### config.mk
export PLATFORM = sky130hd
export DESIGN_NAME = vga_timing_gen
export DESIGN_NICKNAME = d
export VERILOG_FILES = /design/src/rtl/vga_pkg.sv /design/src/rtl/vga_axis_counter.sv /design/src/rtl/vga_timing_gen.sv
export SDC_FILE = /design/constraint.sdc
export NUM_CORES = 1
export LEC_CHECK = 0
export BUFFER_PORTS_ARGS = -buffer_cell sky130_fd_sc_hd__buf_2
export CAP_MARGIN = 30
export CELL_PAD_IN_SITES_DETAIL_PLACEMENT = 0
export CELL_PAD_IN_SITES_GLOBAL_PLACEMENT = 2
export CORE_MARGIN = 3
export CORE_UTILIZATION = 33
export CTS_BUF_LIST = sky130_fd_sc_hd__clkbuf_16
export CTS_CLUSTER_DIAMETER = 80
export DETAILED_ROUTE_END_ITERATION = 7
export PLACE_DENSITY = 0.71
export SLEW_MARGIN = 20
export SYNTH_ARGS = -nofsm -noshare
export SYNTH_HDL_FRONTEND = slang
export SYNTH_SLANG_ARGS = --single-unit
### constraint.sdc
create_clock -name clk_in -period 1.9 [get_ports clk_in]
set_input_delay 0.19 -clock clk_in [delete_from_list [all_inputs] [get_ports clk_in]]
set_output_delay 0.19 -clock clk_in [all_outputs]
set_load 0.03 [all_outputs]
### src/rtl/vga_pkg.sv
// ---------------------------------------------------------------------------
// vga_pkg
// Shared raster constants for the Pong display path: default timing for
// 800x600@72 Hz at 50 MHz (one pixel per clock), derived line/frame totals
// and the coordinate widths that the bar and ball renderers also import.
// No ports (package).
// ---------------------------------------------------------------------------
package vga_pkg;

    // Coordinate widths shared with the renderers.
    localparam int unsigned X_W = 11;
    localparam int unsigned Y_W = 10;

    // Default horizontal timing, in clocks.
    localparam int unsigned DEF_H_ACTIVE = 800;
    localparam int unsigned DEF_H_FP     = 56;
    localparam int unsigned DEF_H_SYNC   = 120;
    localparam int unsigned DEF_H_BP     = 64;

    // Default vertical timing, in lines.
    localparam int unsigned DEF_V_ACTIVE = 600;
    localparam int unsigned DEF_V_FP     = 37;
    localparam int unsigned DEF_V_SYNC   = 6;
    localparam int unsigned DEF_V_BP     = 23;

    // Length of one axis: visible + front porch + sync + back porch.
    function automatic int unsigned axis_total(input int unsigned active,
                                               input int unsigned fp,
                                               input int unsigned sync,
                                               input int unsigned bp);
        return active + fp + sync + bp;
    endfunction

    localparam int unsigned DEF_H_TOTAL =
        axis_total(DEF_H_ACTIVE, DEF_H_FP, DEF_H_SYNC, DEF_H_BP);   // 1040
    localparam int unsigned DEF_V_TOTAL =
        axis_total(DEF_V_ACTIVE, DEF_V_FP, DEF_V_SYNC, DEF_V_BP);   // 666

endpackage : vga_pkg

### src/rtl/vga_axis_counter.sv
// ---------------------------------------------------------------------------
// vga_axis_counter
// Wrap counter for one raster axis. Counts 0..TOTAL-1 while en is high and
// wraps to 0. tc flags the enabled clock on which the wrap happens, so the
// horizontal instance's tc is the advance enable of the vertical instance.
// Ports:
//   clk    in   clock
//   rst_n  in   asynchronous active-low reset (cnt -> 0)
//   en     in   count enable
//   cnt    out  current count [W-1:0]
//   tc     out  terminal count: en && cnt == TOTAL-1 (combinational)
// ---------------------------------------------------------------------------
module vga_axis_counter #(
    parameter int unsigned W     = 11,
    parameter int unsigned TOTAL = 1040
) (
    input  logic         clk,
    input  logic         rst_n,
    input  logic         en,
    output logic [W-1:0] cnt,
    output logic         tc
);

    localparam logic [W-1:0] LAST = W'(TOTAL - 1);

    assign tc = en && (cnt == LAST);

    always_ff @(posedge clk or negedge rst_n) begin
        if (!rst_n) begin
            cnt <= '0;
        end else if (en) begin
            cnt <= tc ? '0 : cnt + W'(1);
        end
    end

endmodule : vga_axis_counter

### src/rtl/vga_timing_gen.sv
// ---------------------------------------------------------------------------
// vga_timing_gen
// Free-running raster timing for the Pong display. A horizontal and a
// vertical wrap counter walk the raster; the decode of (h_cnt, v_cnt) is
// registered once so every output carries exactly one clock of latency and
// all outputs stay mutually aligned. There is no handshake: outputs update
// every clock and never stall; consumers gate o_x/o_y with o_active.
// Optional build macro: VGA_FRAME_CNT_EN adds the 16-bit frame counter.
// Ports:
//   clk_in          in   pixel clock (50 MHz default)
//   i_rst_n         in   asynchronous active-low reset
//   o_hs            out  horizontal sync, asserted level HS_POL
//   o_vs            out  vertical sync, asserted level VS_POL (line granular)
//   o_active        out  current pixel lies in the visible area
//   o_x             out  horizontal count [10:0], also valid in blanking
//   o_y             out  vertical count [9:0], also valid in blanking
//   o_frame_start   out  one-clock pulse at (0,0)
//   o_vblank_start  out  one-clock pulse at (0,V_ACTIVE)
//   o_frame_cnt     out  frames started, wraps 0xFFFF->0 (VGA_FRAME_CNT_EN)
// ---------------------------------------------------------------------------
module vga_timing_gen
    import vga_pkg::*;
#(
    parameter int unsigned H_ACTIVE = DEF_H_ACTIVE,
    parameter int unsigned H_FP     = DEF_H_FP,
    parameter int unsigned H_SYNC   = DEF_H_SYNC,
    parameter int unsigned H_BP     = DEF_H_BP,
    parameter int unsigned V_ACTIVE = DEF_V_ACTIVE,
    parameter int unsigned V_FP     = DEF_V_FP,
    parameter int unsigned V_SYNC   = DEF_V_SYNC,
    parameter int unsigned V_BP     = DEF_V_BP,
    parameter bit          HS_POL   = 1'b1,
    parameter bit          VS_POL   = 1'b1
) (
    input  logic           clk_in,
    input  logic           i_rst_n,
    output logic           o_hs,
    output logic           o_vs,
    output logic           o_active,
    output logic [X_W-1:0] o_x,
    output logic [Y_W-1:0] o_y,
    output logic           o_frame_start,
`ifdef VGA_FRAME_CNT_EN
    output logic [15:0]    o_frame_cnt,
`endif
    output logic           o_vblank_start
);

    localparam int unsigned H_TOTAL = axis_total(H_ACTIVE, H_FP, H_SYNC, H_BP);
    localparam int unsigned V_TOTAL = axis_total(V_ACTIVE, V_FP, V_SYNC, V_BP);

    // Sync windows, as half-open ranges [START, END) on each axis.
    localparam int unsigned HS_START = H_ACTIVE + H_FP;
    localparam int unsigned HS_END   = H_ACTIVE + H_FP + H_SYNC;
    localparam int unsigned VS_START = V_ACTIVE + V_FP;
    localparam int unsigned VS_END   = V_ACTIVE + V_FP + V_SYNC;

    // The counters cannot represent a longer raster.
    if (H_TOTAL > (1 << X_W)) begin : g_h_total_too_big
        $error("vga_timing_gen: H_TOTAL exceeds the 11-bit horizontal counter");
    end
    if (V_TOTAL > (1 << Y_W)) begin : g_v_total_too_big
        $error("vga_timing_gen: V_TOTAL exceeds the 10-bit vertical counter");
    end

    logic [X_W-1:0] h_cnt;
    logic [Y_W-1:0] v_cnt;
    logic           h_tc;
    logic           v_tc;

    vga_axis_counter #(.W(X_W), .TOTAL(H_TOTAL)) u_h_cnt (
        .clk   (clk_in),
        .rst_n (i_rst_n),
        .en    (1'b1),
        .cnt   (h_cnt),
        .tc    (h_tc)
    );

    // The vertical axis advances only on the clock the line wraps, so a
    // simultaneous h/v wrap lands both counters on 0 in the same cycle.
    vga_axis_counter #(.W(Y_W), .TOTAL(V_TOTAL)) u_v_cnt (
        .clk   (clk_in),
        .rst_n (i_rst_n),
        .en    (h_tc),
        .cnt   (v_cnt),
        .tc    (v_tc)
    );

    // The end of frame is visible from the counters directly; nothing
    // downstream needs the vertical terminal count.
    logic unused_v_tc;
    assign unused_v_tc = v_tc;

    // Decode of the current raster position, compared in 32 bits so a sync
    // window that ends exactly at the counter range is still well formed.
    logic in_active;
    logic in_hs;
    logic in_vs;
    logic at_origin;
    logic at_vblank;

    assign in_active = (32'(h_cnt) < H_ACTIVE) && (32'(v_cnt) < V_ACTIVE);
    assign in_hs     = (32'(h_cnt) >= HS_START) && (32'(h_cnt) < HS_END);
    assign in_vs     = (32'(v_cnt) >= VS_START) && (32'(v_cnt) < VS_END);
    assign at_origin = (h_cnt == '0) && (v_cnt == '0);
    assign at_vblank = (h_cnt == '0) && (32'(v_cnt) == V_ACTIVE);

    always_ff @(posedge clk_in or negedge i_rst_n) begin
        if (!i_rst_n) begin
            o_x            <= '0;
            o_y            <= '0;
            o_active       <= 1'b0;
            o_hs           <= !HS_POL;
            o_vs           <= !VS_POL;
            o_frame_start  <= 1'b0;
            o_vblank_start <= 1'b0;
        end else begin
            o_x            <= h_cnt;
            o_y            <= v_cnt;
            o_active       <= in_active;
            o_hs           <= in_hs ? HS_POL : !HS_POL;
            o_vs           <= in_vs ? VS_POL : !VS_POL;
            o_frame_start  <= at_origin;
            o_vblank_start <= at_vblank;
        end
    end

`ifdef VGA_FRAME_CNT_EN
    // Advances on the same edge that raises o_frame_start, so the count
    // already includes the frame that is just beginning.
    logic [15:0] frame_cnt_q;

    always_ff @(posedge clk_in or negedge i_rst_n) begin
        if (!i_rst_n) begin
            frame_cnt_q <= '0;
        end else if (at_origin) begin
            frame_cnt_q <= frame_cnt_q + 16'd1;
        end
    end

    assign o_frame_cnt = frame_cnt_q;
`endif

endmodule : vga_timing_gen

==> results.md <==
- Run status: completed
- TritonCTS clock tree: yes
- Origin of the critical flop-to-flop path: u_h_cnt.cnt[5]$_DFF_PN0_
- I/O Buffers: 27
- Grt total ovfl: 0
- Final period utilization: 95.1%
- Number of register bits inferred by synthesis: 47
- Vias in the first global route: 1322
- Startpoint type of the worst setup path: flip-flop
- Reg2Reg Capture Point: u_v_cnt.cnt[5]$_DFFE_PN0N_
- Yosys top cell by area: sky130_fd_sc_hd__dfrtp_1
- CP max FO: 6
- Pin count of the biggest net entering global routing: 26
- Number of synthesized flops with an enable pin: 0
- Type of element capturing the critical path: flip-flop
- Clock latency on the worst-skew pair: 0.28 ns
- Starting Density: 35.6%
- Final sum of negative setup slack: 0 ns
- Top area cells in the synthesized netlist: sky130_fd_sc_hd__dfrtp_1, sky130_fd_sc_hd__ha_1, sky130_fd_sc_hd__nand3_1
- Root Driver: sky130_fd_sc_hd__clkbuf_16
- Initial antenna violation count: 0
- Number of antenna diodes: 0
- Worst-case vdd ir drop: 0.000375 V
- Final worst setup slack: 0.0933 ns
- Count of cell types in the netlist: 35
- Post-synth top flop: sky130_fd_sc_hd__dfrtp_1
- Final setup vio count: 0
- Mean routed wirelength per cell: 13.7 µm
- Post-layout util: 46.0%
- Number of violations of the max-capacitance limit: 0
- Layout cell share with drive strength beyond 1: 30.7%
- Final weighted congestion of routability-driven global placement: 0.816
- Arrival time reported for the critical path endpoint: 2.01 ns
- Maximum number of buffers from clock root to sink: 2
- Total number of vias: 1359
- Share of flip-flops with an asynchronous set or reset after synthesis: 100%
- Global-route usage over all layers: 13.0%
- Worst-case headroom to the max-slew limit: 64.8%
- Count of nets after finishing: 222
- Drt via density: 4.77
- Filler instances: 519
- Synth Instances: 159
- Number of top-level pins: 28
- Critical Setup Path Class: flip-flop to flip-flop
- Total clock buffers created by CTS: 5
- Worst Skew: 0.00706 ns
- Worst hold path type: input pin to async pin
- Die area: 0.00666 mm²
- Number of routed nets with antenna violations: 0
- Number of endpoints with negative hold slack in the final report: 0
- Area share of the largest cell type after synthesis: 62.3%
- RSZ-0062 raised after global routing: no
- Cell area after technology mapping: 0.00189 mm²
- First-pass GRT wire length: 6.46 mm
- First-pass DRT Iterations: 4
- Sinks on the clock net: 47
- Average instance area after synthesis: 11.9 µm²
- Final std cell area, no fill: 0.00244 mm²
- Y dimension of the die: 81.6 µm
- Residual DRC: 0
- Share of the yosys chip area belonging to registers: 62.3%
- Core Region: 0.00530 mm²
- Data required time at the worst endpoint: 2.10 ns
- Sum of routed wire length over all layers: 3.90 mm
- Lkg Pwr: 1.20 nW
- Placement-stage cell area: 0.00224 mm²
- Shortest clock period the worst path allows after layout: 1.81 ns
- Synth cell count leaders: sky130_fd_sc_hd__dfrtp_1, sky130_fd_sc_hd__nand3_1, sky130_fd_sc_hd__nand2_1
- Worst R2R Setup Slack: 0.09 ns
- DPL Wire Length: 2.84 mm
- Syn. warnings: 0
- Clk slew on worst S/H paths: 0.06 ns
- DRC marker count from the first detailed-route iteration: 95
- Fmax: 553 MHz
- Least-Margin Pin Slew: 0.528 ns
- CTS HTree Levels: 2
- Placement Rows: 26
- Cells on worst reg2reg path: 4
- Max Transition Viols Final: 0
- Most frequent cell after synthesis: sky130_fd_sc_hd__dfrtp_1
- Synth-to-layout area growth: 29.2%
- Synth Net Count: 167
- Worst slack at placement: 0.0490 ns
- Power Dens Cells: 757 mW/mm²
- Die Span X: 81.6 µm
==> metal layers <==
layer	global-route usage (%)	share of wire, %	wire length [µm]
met1	15.6	44	1700
met2	22.2	51	1980
met3	3.95	4.2	164
met4	4.49	1.3	50
met5	0	0	0
==> placed cells by master (no fill, tap or decap), drive strengths merged <==
cell type / netlist / layout
clkinv: 0 / 1
nand2: 11 / 11
nor3b: 1 / 1
and4bb: 2 / 2
or3: 5 / 6
a21oi: 6 / 6
nor3: 5 / 5
buf: 1 / 48
o21ai: 9 / 9
xnor2: 3 / 3
mux2i: 3 / 3
nor2: 8 / 8
or4: 1 / 1
dfrtp: 47 / 47
and2: 2 / 2
or2: 1 / 1
or3b: 1 / 1
and3: 4 / 4
clkbuf: 1 / 5
nand3: 14 / 14
a211oi: 1 / 1
nor4b: 1 / 1
nand4: 3 / 3
nor4: 2 / 2
inv: 8 / 10
nand2b: 1 / 1
dlygate4sd3: 0 / 1
a31o: 1 / 1
o311ai: 1 / 1
xor2: 7 / 7
ha: 6 / 6
a31oi: 2 / 2
o22ai: 1 / 1
==> cell families after synthesis <==
logic type	synth area share (%)
and+or+nand+nor	18.8
buffers and inverters	2.39
xor gates and xnor gates	4.64
adders and majority gates	3.98
AOI/OAI and AO/OA	6.30
DFF	62.3
muxes	1.59
==> critical path: stages (launching register included) <==
cell and delay (ns):
sky130_fd_sc_hd__dfrtp_1 0.38, sky130_fd_sc_hd__or3_4 0.42, sky130_fd_sc_hd__or3_4 0.42, sky130_fd_sc_hd__or3b_1 0.38, sky130_fd_sc_hd__mux2i_1 0.13
==> stage by stage <==
stage,power (W),hold WS [ns],cells
finish,0.00184,0.420,285
global placement,0.00104,0.197,272
floorplan,0.00102,-0.106,159
CTS,0.00186,0.425,281
global route,0.00192,0.445,285
detailed placement,0.00105,0.199,272
==> area by class of cell <==
| type | instances | area [µm²] | share of cell area (%) |
|---|---|---|---|
| clock buffer | 5 | 125 | 5.13 |
| timing repair buffer | 49 | 315 | 12.9 |
| clock inverter | 3 | 12.5 | 0.513 |
| inverter | 8 | 30.0 | 1.23 |
| sequential | 47 | 1180 | 48.3 |
| tap | 70 | 87.6 | 3.59 |
| multi-input combinational | 103 | 691 | 28.3 |
==> sequential cells by signal (all words and copies together) (netlist names) <==
name            count
o_frame_start       1
u_h_cnt.cnt        11
o_hs                1
o_y                10
o_active            1
u_v_cnt.cnt        10
o_x                11
o_vs                1
o_vblank_start      1
==> power breakdown <==
group	switching (W)	total, W	internal (W)
clock network	0.000343	0.000819	0.000475
registers	0	0.00100	0.00100
logic	0.0000193	0.0000255	0.00000616
total	0.000363	0.00184	0.00148
==> timing repair <==
action	in CTS	in global routing
hold buffers	1	0
endpoints found under the setup margin	0	2
gates resized for setup	0	3
setup buffers	0	3
endpoints found under the hold margin	22	0
==> how the worst max path moves through the flow <==
stage,start,end,cells after the start
4_1_cts,u_h_cnt.cnt[5]$_DFF_PN0_,u_v_cnt.cnt[8]$_DFFE_PN0N_,4
2_1_floorplan,u_h_cnt.cnt[5]$_DFF_PN0_,u_v_cnt.cnt[8]$_DFFE_PN0N_,5
3_3_place_gp,u_h_cnt.cnt[5]$_DFF_PN0_,u_v_cnt.cnt[5]$_DFFE_PN0N_,4
3_5_place_dp,u_h_cnt.cnt[5]$_DFF_PN0_,u_v_cnt.cnt[8]$_DFFE_PN0N_,4
6_report,u_h_cnt.cnt[5]$_DFF_PN0_,u_v_cnt.cnt[5]$_DFFE_PN0N_,4
5_1_grt,u_h_cnt.cnt[4]$_DFF_PN0_,u_v_cnt.cnt[5]$_DFFE_PN0N_,4
Note: power is estimated with default switching activity, not from simulation.
